**src/rtl/icache_ctrl.sv**
```systemverilog
// Direct-mapped instruction cache controller: combinational hits from flop arrays,
// multi-beat line refill over a valid/ack word port, hit/miss counters.
`timescale 1ns/1ps
module icache_ctrl #(
  parameter int ADDR_WIDTH     = 32,
  parameter int DATA_WIDTH     = 32,
  parameter int NUM_SETS       = 16,
  parameter int WORDS_PER_LINE = 4
) (
  input  logic                  clk,
  input  logic                  rst,
  input  logic                  fetch_req,
  input  logic [ADDR_WIDTH-1:0] pc,
  input  logic                  flush,
  output logic [DATA_WIDTH-1:0] instr,
  output logic                  instr_valid,
  output logic                  stall,
  output logic                  mem_req,
  output logic [ADDR_WIDTH-1:0] mem_addr,
  input  logic                  mem_ack,
  input  logic [DATA_WIDTH-1:0] mem_rdata,
  output logic [31:0]           hit_count,
  output logic [31:0]           miss_count,
  output logic                  fsm_state
);

  localparam int WB   = $clog2(WORDS_PER_LINE);
  localparam int OFF  = WB + 2;
  localparam int IDX  = $clog2(NUM_SETS);
  localparam int TAGW = ADDR_WIDTH - OFF - IDX;

  typedef enum logic {IDLE = 1'b0, REFILL = 1'b1} state_t;

  // Memory port handshake: mem_req/mem_addr are held stable from the cycle mem_req
  // rises until the cycle mem_ack=1 is sampled at a rising edge; that edge completes
  // the beat. mem_ack is ignored while mem_req=0.
  state_t                 state;
  logic [NUM_SETS-1:0]    valid;
  logic [TAGW-1:0]        tags [NUM_SETS];
  logic [DATA_WIDTH-1:0]  data [NUM_SETS*WORDS_PER_LINE];
  logic [IDX-1:0]         fill_idx;
  logic [TAGW-1:0]        fill_tag;
  logic [WB-1:0]          beat;
  logic [WB-1:0]          beat_nxt;

  logic [TAGW-1:0]        pc_tag;
  logic [IDX-1:0]         pc_idx;
  logic [WB-1:0]          pc_word;
  logic                   tag_match;
  logic                   lookup_hit;
  logic                   lookup_miss;
  logic                   unused_pc_bits;

  assign pc_tag         = pc[ADDR_WIDTH-1:OFF+IDX];
  assign pc_idx         = pc[OFF+IDX-1:OFF];
  assign pc_word        = pc[OFF-1:2];
  assign unused_pc_bits = ^pc[1:0];
  assign beat_nxt       = beat + 1'b1;

  assign tag_match   = valid[pc_idx] & (tags[pc_idx] == pc_tag);
  assign lookup_hit  = ~rst & (state == IDLE) & fetch_req & tag_match;
  assign lookup_miss = ~rst & (state == IDLE) & fetch_req & ~tag_match;

  assign instr_valid = lookup_hit;
  assign instr       = lookup_hit ? data[{pc_idx, pc_word}] : '0;
  assign stall       = ~rst & ((state == REFILL) | lookup_miss);
  assign fsm_state   = (state == REFILL);

  always_ff @(posedge clk) begin
    if (rst) begin
      state      <= IDLE;
      valid      <= '0;
      beat       <= '0;
      fill_idx   <= '0;
      fill_tag   <= '0;
      mem_req    <= 1'b0;
      mem_addr   <= '0;
      hit_count  <= '0;
      miss_count <= '0;
    end else begin
      if (lookup_hit) hit_count <= hit_count + 32'd1;
      case (state)
        IDLE: begin
          // A flush coinciding with a miss wins; the miss is re-evaluated next cycle.
          if (flush) begin
            valid <= '0;
          end else if (lookup_miss) begin
            state      <= REFILL;
            fill_idx   <= pc_idx;
            fill_tag   <= pc_tag;
            beat       <= '0;
            mem_req    <= 1'b1;
            mem_addr   <= {pc_tag, pc_idx, {OFF{1'b0}}};
            miss_count <= miss_count + 32'd1;
          end
        end
        REFILL: begin
          if (flush) begin
            valid   <= '0;
            state   <= IDLE;
            mem_req <= 1'b0;
          end else if (mem_ack) begin
            if (&beat) begin
              valid[fill_idx] <= 1'b1;
              state           <= IDLE;
              mem_req         <= 1'b0;
            end else begin
              beat     <= beat_nxt;
              mem_addr <= {fill_tag, fill_idx, beat_nxt, 2'b00};
            end
          end
        end
        default: state <= IDLE;
      endcase
    end
  end

  // Arrays carry no reset; a line only becomes usable once its valid bit is set.
  always_ff @(posedge clk) begin
    if (!rst && state == REFILL && mem_ack) begin
      data[{fill_idx, beat}] <= mem_rdata;
      if (&beat && !flush) tags[fill_idx] <= fill_tag;
    end
  end

endmodule

```
**config.mk**
```make
export PLATFORM = sky130hd
export DESIGN_NAME = icache_ctrl
export DESIGN_NICKNAME = d
export VERILOG_FILES = /design/src/rtl/icache_ctrl.sv
export SDC_FILE = /design/constraint.sdc
export NUM_CORES = 2
export LEC_CHECK = 0
export ABC_AREA = 1
export CORE_ASPECT_RATIO = 0.5
export CORE_UTILIZATION = 62
export DETAILED_ROUTE_END_ITERATION = 10
export PLACE_DENSITY = 0.75
export SLEW_MARGIN = 20
export SYNTH_ARGS = -nofsm -noshare
export SYNTH_HDL_FRONTEND = slang
export SYNTH_SLANG_ARGS = --single-unit
```
**constraint.sdc**
```tcl
create_clock -name clk -period 4.7 [get_ports clk]
set_input_delay 0.47 -clock clk [delete_from_list [all_inputs] [get_ports clk]]
set_output_delay 0.47 -clock clk [all_outputs]
set_load 0.02 [all_outputs]
```
# Yosys cells after proc, flatten, opt, wreduce, memory -nomap -nowiden

Memory sizes are Yosys's and may differ from the RTL's.
Index checks and enable logic that the tools add are counted.

Register bits: 144
Bits in writable memories: 2432
Bits of input ports: 69
Logic and storage cells: 88
Memories: 2

Memory list:

| memory | words | bits a word | rd ports | clocked after memory_dff | wr ports | line | text |
|---|---|---|---|---|---|---|---|
| data   | 64    | 32          | 1        | 0                        | 1        | 40   | `logic [DATA_WIDTH-1:0] data [NUM_SETS*WORDS_PER_LINE];` |
| tags   | 16    | 24          | 1        | 0                        | 1        | 39   | `logic [TAGW-1:0] tags [NUM_SETS];` |

$add $sub $neg: 3
Magnitude comparators: 3
Equality and inequality tests: 9
Multiplexer cells: 39
Bitwise operators: 12
Reduce and logical (&&, ||, !) cells: 11

Operator list:

| cell                                                                                 | count |
|---|---|
| 32-bit two-way mux                                                                   | 6 |
| 32-bit by 1-bit adder with 32-bit output (second input constant)                     | 2 |
| 16-bit two-way mux                                                                   | 4 |
| 32-bit one-hot mux with 2 select lines                                               | 1 |
| 16-bit one-hot mux with 2 select lines                                               | 1 |
| 24-bit equality test                                                                 | 1 |
| 1-bit two-way mux                                                                    | 17 |
| 16-bit OR                                                                            | 1 |
| 2-bit inequality test (second input constant)                                        | 6 |
| 4-bit by 5-bit less-than comparator with 1-bit output (second input constant)        | 2 |
| 2-bit two-way mux                                                                    | 5 |
| 1-bit bitwise AND                                                                    | 6 |
| 3-bit AND reduction                                                                  | 2 |
| 5-bit AND reduction                                                                  | 1 |
| 1-bit binary-select mux with 4-bit select                                            | 1 |
| 1-bit demux with 4-bit select                                                        | 1 |
| 4-bit by 1-bit greater-or-equal comparator with 1-bit output (second input constant) | 1 |
| 1-bit logical AND                                                                    | 4 |
| 1-bit NOT                                                                            | 4 |
| 1-bit one-hot mux with 2 select lines                                                | 2 |
| 2-bit one-hot mux with 2 select lines                                                | 1 |
| 4-bit AND reduction                                                                  | 1 |
| 3-bit by 2-bit inequality test with 1-bit output (second input constant)             | 1 |
| 3-bit inequality test (second input constant)                                        | 1 |
| 4 further kinds                                                                      | 5 |

# Depth between registers and ports, before layout

Word-level depth: 9
Gate-level depth with buffers: 22

# Least setup slack after synthesis

No wires, ideal clock.

Path kind: input to register
Start point: in rst
End point: mem tags[0][0] in the netlist's numbering, enable pin
Arrival: 3.014 ns
Data required time: 4.265 ns
Setup slack: 1.250 ns
Stages on the path: 7
Buffers on the path: 2
Cells stage by stage: clkbuf_1 > inv_1 > nand3_1 > clkinv_1 > nand3_1 > clkbuf_1 > nor3_1

Cells in the longest elaborated chain, start to end: 5

Ends and longest elaborated chain:

| item                                    | line | text |
|---|---|---|
| start, declared                         | 11   | `input logic rst,` |
| 1-bit logical NOT                       | 120  | `if (!rst && state == REFILL && mem_ack) begin` |
| 1-bit logical AND (2 in series)         | 120  |  |
| 1-bit two-way mux                       | 120  |  |
| 1-bit two-way mux (implied by the code) | 122  | `if (&beat && !flush) tags[fill_idx] <= fill_tag;` |
| end, declared                           | 39   |  |

Every way passes these cells.

# Worst setup path after layout

Start point: in pc[4]
End point: out instr[9]

Cells in the longest elaborated chain, start to end: 5
Elaborated cells between the ends (all ways): 8

Ends and longest elaborated chain:

| item                                                                                   | line | text |
|---|---|---|
| start, declared                                                                        | 13   | `input logic [ADDR_WIDTH-1:0] pc,` |
| memory 16 x 24 bit / 1-bit binary-select mux with 4-bit select (equally long branches) | --   |  |
| 24-bit equality test / 1-bit two-way mux (equally long branches)                       | 60   | `assign tag_match = valid[pc_idx] & (tags[pc_idx] == pc_tag);` |
| 1-bit bitwise AND                                                                      | 60   |  |
| 1-bit bitwise AND                                                                      | 61   | `assign lookup_hit = ~rst & (state == IDLE) & fetch_req & tag_match;` |
| 32-bit two-way mux *                                                                   | 65   | `assign instr = lookup_hit ? data[{pc_idx, pc_word}] : '0;` |
| end, declared                                                                          | 15   | `output logic [DATA_WIDTH-1:0] instr,` |

Mark *: on every way between the ends. The rest lies on a longest branch, timed or not. The select of a mux whose other input is x is not followed.

==> flow_summary.yaml <==
status:
  outcome: "finished, final reports clean"
route:
  vias_per_cell: 6.63
  met2_length_um: 134000
  wl_met1_um: 109000
  avgRoutedWirePerCell_um: 27.4
  dr.pass1.iters: 6
  vias: 71700
  wl_met3_um: 39300
  antenna_left: 0
  routed_wl_um: 296000
  top_layer: "met5"
  drt_iter0_markers: 10800
  drc: 0
cts:
  cts-htree-levels: 4
  cts_setup_buffers: 0
  clkLatencyLatePin_ns: 0.88
  root_buffer: "clkbuf_16"
  cts_num_sinks: 2572
  cts_buffers: 217
  cts.clk_slew.worst_paths_ns: 0.07
  cts_resized: 0
  cts_tree: "done"
  cts_hold_buffers: 0
  clockBufferDepth: 4
cells_and_area:
  final_util: 0.706
  syn_to_final_growth_pct: 12.3
  fin_area_mm2: 0.117
  final_cells: 10800
  fin_nets: 8510
  layout-drive-gt1-share: 0.0899
timing:
  worst_slack_ns: 0.327
  rsz0062_at_grt: "no"
  relSlewSlack: 0.228
  min_period_over_period: 0.930
  hold_ws_ns: 0.0437
  skew_ns: 0.0641
  fin_crit_ns: 4.37
  finalHoldViolCount: 0
  slew_viol_final: 0
  tns_ns: 0
  fmax_mhz: 229
  worstMarginPinSlew_ns: 1.16
  setup_violations: 0
placed_design:
  dp.cells: 10400
  place_hpwl_um: 159000
  globalplace.congestion: 0.937
  place_area_mm2: 0.110
  dp_slack_ns: 0.436
  io_buffers: 196
pwr:
  p_comb_frac: 0.062
  leakagePower_nw: 38.7
  p_sw_mw: 10.2
  power.total_mw: 45.8
  power.density_mw_per_mm2: 393
  seqPwrFrac: 0.548
  vdd_ir_drop_max_v: 0.000314
  netSwitchingFraction: 0.222
  p_int_mw: 35.6
  pwr-share-clk: 0.390
yosys:
  synth_warnings: 0
  muxShareOfSynthArea: 0
  synth-adder-area-share: 0.000362
  synth_top_family_by_area: "compound AO/OA/AOI/OAI gates"
  synthCells: 8303
  synth_seq_cells: 2572
  synth-xor-area-share: 0.00397
  ys_types: 38
  synth-compound-area-share: 0.119
  avgSynthCellArea_um2: 12.5
  seq_area_frac_synth: 0.730
  yosys.area_share.simple: 0.115
  syn_area_mm2: 0.104
setup_path:
  regToRegSetupSlack_ns: 1.48
  critPathKind: "in2out"
  endpoint_kind: "output pin"
  cp_slowest_cell: "buf_12"
  critPathTopFamily: "buffers and inverters"
  start_kind: "input pin"
  worst-path-max-fanout: 127
  max_stage_delay_ns: 0.45
  critical_path_arrival_ns: 3.90
  crit_buf_inv: 6
  worst_path_most_repeated_cell: "nor2_1"
  worst-endpoint-required_ns: 4.23
  path_cells: "buf_8 > buf_12 > nor2_1 > nor2_1 > o21ai_0 > nand3_1 > nand3_1 > nand2_1 > nand2_1 > nand2_1 > nand3_1 > nor2_1 > nand3_1 > nor2_1 > nand2_2 > buf_4 > buf_4 > nor2_1 > buf_4 > buf_4"
grt:
  grt_pass1_vias: 67200
  antenna_found_initial: 18
  grt-ovfl-total: 0
  grt_pass1_wl_um: 432000
  grt_use_total: 0.345
  grt_max_degree: 189
floorplan:
  dieWidth_um: 581
  ios: 201
  die_h_um: 291
  dieArea_mm2: 0.169
  coreArea_mm2: 0.165
  rows: 105
  start_util: 0.629
min_path:
  worstHoldPathType: "in2reg"
flow_run:
  maxCapViolCount: 0
## sequential cells by signal, indices dropped and copies added (netlist names)
signal,count
fsm_state,1
tags,384
mem_addr,29
mem_req,1
valid,16
fill_idx,4
fill_tag,24
miss_count,32
data,2048
hit_count,32
beat,1
## worst paths after layout
check	startpoint	end	cells after the start
setup / recovery	pc[4]	instr[9]	20
hold reg to reg	valid[4]	valid[4]	2
setup reg to reg	fill_idx[3]	data[38][20]	5
hold / removal	mem_rdata[3]	data[0][3]	1
## logic make-up after synthesis
family	Yosys count
simple gates	2943
flops	2572
compound gates	1917
buf+inv	820
xor+xnor	47
fa+ha+maj	3
other cells	1
## cell type report
class | instances | area, um2
diodes | 10 | 25.0
clock buffers | 274 | 5720
clock inverters | 121 | 1120
fillers | 10800 | 48600
inverters | 211 | 836
multi-input cells | 4912 | 25300
flip-flops and latches | 2572 | 75800
well taps | 2193 | 2740
repair buffers | 524 | 4990
## cell usage after synthesis (all sizes together)
master	count	area [um2]
nor3	45	225
nand4	108	676
a311o	17	170
o311ai	64	561
ha	3	37.5
o211ai	149	1120
nor3b	1	7.51
and3	1	6.26
clkinv	4	15.0
nand2	1738	6520
buf	125	656
nor4	16	100
nor4b	1	8.76
o21ai	425	2130
nand3	364	1830
o221ai	128	1120
clkbuf	484	1820
inv	207	780
xnor2	15	131
a21oi	766	3830
conb	1	3.75
or2	1	6.26
dfxtp	140	2800
a221o	64	641
a31oi	1	6.26
edfxtp	2432	73000
a221oi	192	1680
nor2	668	2510
xor2	32	280
a32o	111	1110
## metal layers
| metal | vias up | track usage |
|---|---|---|
| met1 | 35000 | 0.487 |
| met4 | 8 | 0.142 |
| met5 | - | 0 |
| met2 | 4920 | 0.527 |
| li1 | 31100 | - |
| met3 | 738 | 0.0731 |
## placed cells by master (no fill, tap or decap), types with 7 or more instances in the layout
master and n:
buf_4 303, nand2_1 1737, xnor2_1 15, nor3_2 16, diode_2 10, clkbuf_16 220
a21oi_1 766, a32o_1 111, clkdlybuf4s50_1 142, o221ai_1 128, clkinv_2 39, nor4_1 16
buf_12 57, buf_2 17, o21ai_0 393, xor2_1 32, clkinv_1 50, nor2_1 603
dfxtp_1 139, bufinv_16 21, clkbuf_1 53, clkinvlp_4 7, o311ai_0 64, a221o_1 64
nand4_1 108, a221oi_1 192, nand3_1 360, o211ai_1 149, edfxtp_1 2432, inv_1 199
a311o_1 17, nor2_4 65, o21ai_1 32, nor3_1 29
## power by group through the flow
stage	Sequential (mW)	Clock, mW	Combinational [mW]
after floorplan	25.6	0	1.51
after global placement	25.6	0	2.70
after detailed placement	25.6	0	2.76
after CTS	25.1	17.8	2.78
after global routing	25.1	18.8	3.03
final	25.1	17.8	2.85
## worst reg2reg max path: stages (launching register included)
cell     delay (ns)
dfxtp_1        0.40
inv_1          0.07
nor2_1         0.36
nand2_1        0.61
nor2_4         1.00
buf_4          0.46
No activity file was read; power rests on OpenSTA's default activity.
